File: config.mk
export PLATFORM = sky130hd
export DESIGN_NAME = packet_egress_buffer
export DESIGN_NICKNAME = d
export VERILOG_FILES = /design/src/rtl/noc_pkg.sv /design/src/rtl/sync_fifo.sv /design/src/rtl/packet_egress_buffer.sv
export SDC_FILE = /design/constraint.sdc
export NUM_CORES = 1
export LEC_CHECK = 0
export CAP_MARGIN = 20
export CORE_AREA = 2 2 144 111
export DETAILED_ROUTE_END_ITERATION = 8
export DIE_AREA = 0 0 146 113
export GPL_ROUTABILITY_DRIVEN = 0
export PLACE_DENSITY_LB_ADDON = 0.2
export SYNTH_ARGS = -nofsm -noshare
export SYNTH_HDL_FRONTEND = slang
export SYNTH_SLANG_ARGS = --single-unit
File: constraint.sdc
create_clock -name clk -period 3.63 [get_ports clk]
set_input_delay 1.089 -clock clk [delete_from_list [all_inputs] [get_ports clk]]
set_output_delay 1.089 -clock clk [all_outputs]
set_load 0.1 [all_outputs]
File: src/rtl/noc_pkg.sv
// noc_pkg: shared packet type, field positions and field-extraction helpers
package noc_pkg;
  localparam int PKT_WIDTH = 33;
  localparam int DEST_MSB = 32;
  localparam int DEST_LSB = 29;
  localparam int SRC_MSB = 28;
  localparam int SRC_LSB = 25;
  localparam int PAYLOAD_MSB = 24;
  localparam int PAYLOAD_LSB = 0;
  typedef logic [PKT_WIDTH-1:0] packet_t;
  function automatic logic [DEST_MSB-DEST_LSB:0] pkt_dest(input packet_t p);
    return p[DEST_MSB:DEST_LSB];
  endfunction
  function automatic logic [SRC_MSB-SRC_LSB:0] pkt_src(input packet_t p);
    return p[SRC_MSB:SRC_LSB];
  endfunction
  function automatic logic [PAYLOAD_MSB-PAYLOAD_LSB:0] pkt_payload(input packet_t p);
    return p[PAYLOAD_MSB:PAYLOAD_LSB];
  endfunction
endpackage

File: src/rtl/sync_fifo.sv
// sync_fifo: pointer-based FIFO storage; caller guarantees push only when not full, pop only when not empty
module sync_fifo #(
  parameter int WIDTH = 33,
  parameter int DEPTH = 4
) (
  input  logic                       clk,
  input  logic                       rst,
  input  logic                       push,
  input  logic                       pop,
  input  logic [WIDTH-1:0]           wdata,
  output logic [WIDTH-1:0]           rdata,
  output logic [$clog2(DEPTH+1)-1:0] count,
  output logic                       full,
  output logic                       empty
);
  localparam int AW = $clog2(DEPTH);
  localparam int CW = $clog2(DEPTH+1);
  logic [WIDTH-1:0] mem_q [DEPTH];
  logic [AW-1:0] wr_ptr_q, wr_ptr_d, rd_ptr_q, rd_ptr_d;
  logic [CW-1:0] count_q, count_d;
  always_comb begin
    wr_ptr_d = wr_ptr_q + AW'(push);
    rd_ptr_d = rd_ptr_q + AW'(pop);
    count_d = count_q + CW'(push) - CW'(pop);
  end
  always_ff @(posedge clk or posedge rst) begin
    if (rst) begin
      wr_ptr_q <= '0;
      rd_ptr_q <= '0;
      count_q <= '0;
    end else begin
      wr_ptr_q <= wr_ptr_d;
      rd_ptr_q <= rd_ptr_d;
      count_q <= count_d;
    end
  end
  always_ff @(posedge clk) if (push) mem_q[wr_ptr_q] <= wdata;
  assign rdata = mem_q[rd_ptr_q];
  assign count = count_q;
  assign full = count_q == CW'(DEPTH);
  assign empty = count_q == '0;
endmodule

File: src/rtl/packet_egress_buffer.sv
// packet_egress_buffer: FIFO-buffered egress stage sending under credit flow control
// with a registered output, sent-packet counter and sticky credit-overflow flag.
module packet_egress_buffer
  import noc_pkg::*;
#(
  parameter int WIDTH = PKT_WIDTH,
  parameter int DEPTH = 4,
  parameter int CREDITS = 4,
  parameter int CNT_W = 16
) (
  input  logic                         clk,
  input  logic                         rst,
  input  logic                         in_valid,
  output logic                         in_ready,
  input  logic [WIDTH-1:0]             in_data,
  output logic                         out_valid,
  output logic [WIDTH-1:0]             out_data,
  input  logic                         credit_return,
  output logic [$clog2(CREDITS+1)-1:0] credits,
  output logic [$clog2(DEPTH+1)-1:0]   occupancy,
  output logic [CNT_W-1:0]             pkt_sent,
  output logic                         err_credit
);
  localparam int CW = $clog2(CREDITS+1);
  logic push, pop, full, empty, ovf;
  logic [WIDTH-1:0] head;
  logic [CW-1:0] credits_q, credits_d;
  logic [CNT_W-1:0] pkt_sent_q, pkt_sent_d;
  logic out_valid_q, err_q;
  logic [WIDTH-1:0] out_data_q, out_data_d;
  sync_fifo #(.WIDTH(WIDTH), .DEPTH(DEPTH)) u_fifo (
    .clk(clk), .rst(rst), .push(push), .pop(pop), .wdata(in_data),
    .rdata(head), .count(occupancy), .full(full), .empty(empty)
  );
  // Both handshake decisions use registered state only: a pop never frees space for a same-edge push.
  assign in_ready = !full;
  assign push = in_valid && !full;
  assign pop = !empty && credits_q != '0;
  always_comb begin
    ovf = credit_return && credits_q == CW'(CREDITS) && !pop;
    credits_d = ovf ? credits_q : credits_q - CW'(pop) + CW'(credit_return);
    pkt_sent_d = pkt_sent_q + CNT_W'(pop);
    out_data_d = pop ? head : out_data_q;
  end
  always_ff @(posedge clk or posedge rst) begin
    if (rst) begin
      credits_q <= CW'(CREDITS);
      pkt_sent_q <= '0;
      out_valid_q <= 1'b0;
      out_data_q <= '0;
      err_q <= 1'b0;
    end else begin
      credits_q <= credits_d;
      pkt_sent_q <= pkt_sent_d;
      out_valid_q <= pop;
      out_data_q <= out_data_d;
      err_q <= err_q || ovf;
    end
  end
  assign credits = credits_q;
  assign pkt_sent = pkt_sent_q;
  assign out_valid = out_valid_q;
  assign out_data = out_data_q;
  assign err_credit = err_q;
endmodule

## Word-level counts from Yosys, hierarchy flattened

Memories as Yosys holds them, arrays and structs flattened. A register that Yosys moved wholly into a read port is not among the register bits.
Cells that the tools add are included.

| operators by class | value |
|---|---|
| div/mod/pow operators | 0 |
| eq/ne operators | 2 |
| add/subtract/negate cells | 7 |
| multiplexer cells | 2 |
| multipliers | 0 |
| shift operators | 0 |
| bitwise operators | 0 |
| $lt $le $gt $ge | 0 |
| reductions and logical operators | 10 |

Operators with widths:

| kind | count |
|---|---|
| $add 16x1->16 | 1 |
| $add 3x1->3 | 2 |
| $eq 3x3->1 const B | 2 |
| $sub 3x1->3 | 2 |
| $add 2x1->2 | 2 |
| $logic_and 1x1->1 | 4 |
| $logic_not 1->1 | 3 |
| $logic_not 3->1 | 1 |
| $reduce_bool 3->1 | 1 |
| $mux 1 | 2 |
| $logic_or 1x1->1 | 1 |

| word-level totals | value |
|---|---|
| bits in writable memories | 132 |
| bits in registers | 28 |
| latch bits | 0 |
| input bits | 37 |
| memories | 1 |
| logic and storage cells | 29 |
| ROM bits | 0 |
| output and inout bits | 58 |

Memories:

| memory | depth | width | rd ports | clocked after memory_dff | wr ports | line | source |
|---|---|---|---|---|---|---|---|
| u_fifo.mem_q | 4 | 33 | 1 | 1 | 1 | sync_fifo.sv:18 | `logic [WIDTH-1:0] mem_q [DEPTH];` |

## Logic depth before layout (Yosys ltp)

Gate-level depths: netlist of the first run.

| logic depth | value |
|---|---|
| word-level depth | 6 |
| mapped depth | 9 |
| gate-level depth less buffers | 9 |

## Hierarchy

A second synthesis of the first run with hierarchy kept.

| unflattened totals | value |
|---|---|
| cells, all modules | 350 |
| area total of the unflattened synthesis | 7475.9 um^2 |

By module, submodules not included:

| module | instances | cells each | seq. area each (um^2) | area each (um^2) |
|---|---|---|---|---|
| sync_fifo | 1 | 199 | 4139.0 | 5157.4 |
| packet_egress_buffer | 1 | 151 | 1352.5 | 2318.5 |

## Worst setup path after synthesis of the first run

Ideal clock, no wire load.

| timing path | value |
|---|---|
| path kind | register -> register |
| start | reg u_fifo.count_q[1], in the netlist u_fifo.count[1] |
| end | mem u_fifo.mem_q[0][0] (enable) |
| path buffers | 0 |
| data required time | 3.158 ns |
| slack | -0.932 ns |
| clock period less this slack | 4.562 ns |
| arrival time | 4.090 ns |
| cell stages (with the launch flop) | 4 |
| library setup time | 0.472 ns |
| path through | dfrtp_1 > nor2_1 > a21boi_0 > nor3b_1 |

| between the ends | value |
|---|---|
| cells in the longest elaborated chain, start to end | 5 |

RTL lines:

| item | line | source |
|---|---|---|
| from (decl) | sync_fifo.sv:20 | `logic [CW-1:0] count_q, count_d;` |
| from (signal assigned) | sync_fifo.sv:34 | `count_q <= count_d;` |
| $eq 3x3->1 | sync_fifo.sv:40 | `assign full = count_q == CW'(DEPTH);` |
| $logic_not 1->1 | packet_egress_buffer.sv:37 | `assign push = in_valid && !full;` |
| $logic_and 1x1->1 | packet_egress_buffer.sv:37 |  |
| $mux 1 | sync_fifo.sv:37 | `always_ff @(posedge clk) if (push) mem_q[wr_ptr_q] <= wdata;` |
| $mux 1 (implied by the code) | sync_fifo.sv:37 |  |
| to (decl) | sync_fifo.sv:18 |  |

No other way between the ends.

## Worst setup path in the final report of the first run

| timing path | value |
|---|---|
| start | reg u_fifo.count_q[1], in the netlist u_fifo.count[1] |
| end | out in_ready |

| between the ends | value |
|---|---|
| cells in the longest elaborated chain, start to end | 2 |

RTL lines:

| item | line | source |
|---|---|---|
| $eq 3x3->1 | sync_fifo.sv:40 |  |
| $logic_not 1->1 | packet_egress_buffer.sv:36 | `assign in_ready = !full;` |
| to (decl) | packet_egress_buffer.sv:14 | `output logic in_ready,` |

No other way between the ends.

==> flow_summary.toml, run 1 <==
[die]
start_util_pct = 48.52
core_area_um2 = 15030
rows = 39
die_area_um2 = 16500
die_w_um = 146
die_height_um = 113
pin_count = 95

[logic_synthesis]
ys_warn_count = 0
mappedNetlistArea_um2 = 7292
synth-main-ff-cell = "edfxtp_1"
syn-num-nets = 471
synth.avg_cell_area_um2 = 17.08
synth_edf_count = 132
ys_ff_latch = 193
async_reset_ff_share_pct = 31.61
netlist_instances = 427
yosysSeqAreaShare_pct = 75.31
synth.distinct_cells = 32

[routing]
drt_iter0_markers = 202
via_count = 3824
wl_per_cell_um = 17.31
drtAntennaViolNets = 0
viasPerCell = 5.065
drt-total-wl_um = 13070
first_pass_iters = 4
remaining_drc_errors = 0

[clock_tree]
htree_levels = 4
cts_setup_buffers = 0
postCtsHoldBufs = 0
cts_buffers = 17
clock_path_buffers = 2
clk_latency_ns = 0.42
cts_sinks = 193
cts_resized = 0
clk_pin_slew_ns = 0.06
cts_tree = "built"
root_buffer = "clkbuf_16"

[placement]
portBuffers = 94
dp_hpwl_um = 8199

[setup_path]
worstPathRequired_ns = 2.54
crit_type = "flop to output pin"
cp-end-kind = "output pin"
startpoint = "u_fifo.count[1]$_DFF_PP0_"
slowest_delay_ns = 0.48
path_cells = "nor2_1, nand2_1, buf_4"
r2r_start = "u_fifo.count[2]$_DFF_PP0_"
path_max_fanout = 6
cp.arrival_ns = 1.34
start_kind = "flop"
slowest_stage = "dfrtp_1"

[timing]
slew_viol_final = 0
min_period_ns = 2.431
finalHoldViolCount = 0
rsz0062_at_grt = "no"
worstMarginPinSlew_ns = 0.8875
finalSetupViolCount = 0
max_freq_mhz = 411.4
finalClockSkew_ns = 0.007753
fin_setup_tns_ns = 0
slew_headroom_pct = 40.83
fin_crit_sh_pct = 66.96

[worst_hold_path]
hold_path_class = "flop to flop"
hp-start = "pkt_sent[15]$_DFF_PP0_"

[finish]
layout_commonest_cell = "edfxtp_1"
syn_to_final_growth_pct = 23.13
drive_gt1_share_pct = 26.36
antennaDiodeCount = 0
final_nets = 581
final_cell_mix = "edfxtp_1 (132), nand2_1 (107), buf_4 (68)"

[global_route]
grt-ovfl-total = 0
grt_pass1_wl_um = 21360
grt_max_degree = 37
grt_antenna_before_repair = 0
grt_usage_pct = 17.23
grt_pass1_vias = 3924

[outcome]
status = "completed"

[flow_run]
drv_cap = 0
==> registers in the layout (all words and copies together) (netlist names) <==
register,flops
out_data,33
u_fifo.mem_q,132
out_valid,1
credits,3
err_credit,1
pkt_sent,16
u_fifo.count,3
u_fifo.rd_ptr_q,2
u_fifo.wr_ptr_q,2
==> synth_stat cells (2+ instances only) <==
cell | count | area [µm²]
buf_4 | 4 | 30.03
edfxtp_1 | 132 | 3964
nor3_1 | 6 | 30.03
and2_1 | 2 | 12.51
fa_1 | 2 | 40.04
nand4_1 | 3 | 18.77
dfrtp_1 | 60 | 1501
nand2_1 | 107 | 401.6
inv_1 | 8 | 30.03
ha_1 | 5 | 62.56
nor3b_1 | 2 | 15.01
nor2_1 | 8 | 30.03
xnor2_1 | 12 | 105.1
mux4_2 | 33 | 743.2
or3_4 | 2 | 22.52
buf_2 | 9 | 45.04
and3_1 | 3 | 18.77
nand3_1 | 8 | 40.04
xor2_1 | 8 | 70.07
==> path summary, 6_finish.rpt <==
check | cells after the start | to | slack (ns)
worst max register to register | 7 | pkt_sent[13]$_DFF_PP0_ | 1.21
worst max-delay path | 3 | in_ready | 1.20
max in group asynchronous | 3 | u_fifo.rd_ptr_q[0]$_DFF_PP0_ | 1.93
min in group asynchronous | 2 | pkt_sent[15]$_DFF_PP0_ | 1.07
worst min-delay path | 1 | pkt_sent[15]$_DFF_PP0_ | 0.47
worst min register to register | 1 | pkt_sent[15]$_DFF_PP0_ | 0.47
==> logic make-up (layout without fill, tap and decap cells) <==
group                      count (synthesis)  in the layout  synth area share [%]
xor gates and xnor gates                  20             20                 2.402
buffers and inverters                     23            146                 1.544
adders and majority gates                  7              7                 1.407
AOI/OAI and AO/OA                          4              4                0.3604
muxes                                     33             33                 10.19
and+or+nand+nor                          147            147                 8.785
DFF                                      193            193                 75.31
==> metal layers <==
metal / up-vias / track usage [%] / share of wire, %
met3: 10 / 4.960 / 4.4
met4: 0 / 5.372 / 0.98
met1: 1940 / 25.04 / 48
met2: 87 / 25.66 / 47
li1: 1787 / - / -
met5: - / 0 / 0
==> cell type report <==
| cell class | count | area (µm²) |
|---|---|---|
| Clock buffer | 24 | 511.7 |
| Clock inverter | 8 | 76.32 |
| Fill cell | 1162 | 6051 |
| Inverter | 9 | 33.78 |
| Multi-Input combinational cell | 211 | 1715 |
| Sequential cell | 193 | 5494 |
| Tap cell | 205 | 256.5 |
| Timing Repair Buffer | 105 | 890.9 |
==> through the flow <==
step           hold WS, ns  instances  cell area, µm²  utilization, %  setup slack [ns]
5_1_grt             0.4998        755            8979           59.74             1.022
4_1_cts             0.4712        755            8979           59.74             1.149
3_3_place_gp        0.4495        723            8391           55.83            0.7690
2_1_floorplan       0.5086        427            7297               -            0.1583
3_5_place_dp        0.4585        723            8391           55.83            0.7730
6_report            0.4698        755            8979           59.74             1.199
==> worst max-delay path: cells and delay by family (launching register included) <==
family	cells	cell delay [ns]
and+or+nand+nor	2	0.16
buffers and inverters	1	0.28
DFF	1	0.48
Power of run 1 is not shown: default switching activity piles up to over one toggle a cycle in this logic, so the estimate is an artifact.
==> inputs of run 2 (changes only) <==
- CORE_AREA: 2 2 144 111 -> 2 2 136 105
- DIE_AREA: 0 0 146 113 -> 0 0 138 107
- clock period: 3.63 -> 2.5 ns (I/O delays scaled with it)
==> flow_summary.toml, run 2 (synthesis results as in run 1) <==
[setup_path]
worstPathRequired_ns = 1.75
cp-end-kind = "output pin"
start_kind = "flop"
crit_type = "flop to output pin"
path_max_fanout = 6
cp.arrival_ns = 1.36

[clock_tree]
clk_pin_slew_ns = 0.07
cts_resized = 0
cts_sinks = 193
cts_tree = "built"
postCtsHoldBufs = 0
clk_latency_ns = 0.43
clock_path_buffers = 2
cts_setup_buffers = 0
htree_levels = 4
cts_buffers = 17
root_buffer = "clkbuf_16"

[die]
rows = 37
core_area_um2 = 13430
start_util_pct = 54.32
die_height_um = 107
die_area_um2 = 14770
pin_count = 95
die_w_um = 138

[global_route]
grt_pass1_vias = 4083
grt_usage_pct = 19.13
grt_antenna_before_repair = 0
grt_max_degree = 62
grt_pass1_wl_um = 21270
grt-ovfl-total = 0

[finish]
drive_gt1_share_pct = 28.16
utilization_pct = 67.74
antennaDiodeCount = 0
final_nets = 585
largest_reg_flops = 132
layout_commonest_cell = "edfxtp_1"
fill_cells = 957
syn_to_final_growth_pct = 24.71
regMostFlops = "u_fifo.mem_q"
regArea_um2 = 5500
final_cell_mix = "edfxtp_1 (132), nand2_1 (107), buf_4 (64)"
multi_input_area_um2 = 1719

[outcome]
status = "completed"

[timing]
fin_crit_sh_pct = 84.44
max_freq_mhz = 473.7
slew_headroom_pct = 69.79
finalClockSkew_ns = 0.01065
finalHoldViolCount = 0
fin_setup_tns_ns = 0
finalSetupViolCount = 0
rsz0062_at_grt = "no"
fin_hold_ws_ns = 0.4696
worstMarginPinSlew_ns = 0.4531
slew_viol_final = 0
min_period_ns = 2.111

[routing]
via_count = 3886
remaining_drc_errors = 0
drt_iter0_markers = 187
drtAntennaViolNets = 0
wl_per_cell_um = 18.11
viasPerCell = 5.331
drt-total-wl_um = 13200
first_pass_iters = 5

[placement]
dp_hpwl_um = 8199
portBuffers = 94

[worst_hold_path]
hold_path_class = "flop to flop"

[flow_run]
drv_cap = 0
run 2: path summary, 6_finish.rpt:
kind,from,to,slack [ns],cells past startpoint
setup / recovery,u_fifo.count[1]$_DFF_PP0_,in_ready,0.39,3
hold / removal,err_credit$_DFF_PP0_,err_credit$_DFF_PP0_,0.47,1
setup reg to reg,credits[2]$_DFFE_PP1N_,pkt_sent[12]$_DFF_PP0_,0.41,7
hold reg to reg,err_credit$_DFF_PP0_,err_credit$_DFF_PP0_,0.47,1
max in group asynchronous,rst,credits[2]$_DFFE_PP1N_,1.48,3
min in group asynchronous,rst,out_valid$_DFF_PP0_,0.72,3
run 2: layer usage:
layer  share of wire, %  GRT usage (%)  up-vias  wire length, µm
li1                   -              -     1786                -
met1                 44          25.21     1984             5816
met2                 50          31.33      110             6582
met3                5.5          6.297        6              728
met4               0.58          4.883        0               76
met5                  0              0        -                0
run 2: metrics by stage:
step | setup WS [ns] | cell area [µm²] | instances
2_1_floorplan | 0.03745 | 7318 | 427
3_5_place_dp | 0.07790 | 8493 | 697
4_1_cts | 0.3600 | 9094 | 729
5_1_grt | 0.2578 | 9094 | 729
3_3_place_gp | 0.1326 | 8493 | 697
6_report | 0.3891 | 9094 | 729
run 2: layout make-up:
cell class,count,area share (%)
flip-flops and latches,193,60.48
multi-input cells,211,18.90
repair buffers,109,11.23
clock buffers,19,4.871
well taps,175,2.408
clock inverters,13,1.734
inverters,9,0.3715
run 2: worst max-delay path: stages, from the launching register on:
cell and delay (ns):
dfrtp_2 0.46, nor2_1 0.16, nand2_1 0.08, buf_4 0.23
Power of run 2 is left out for the same reason.
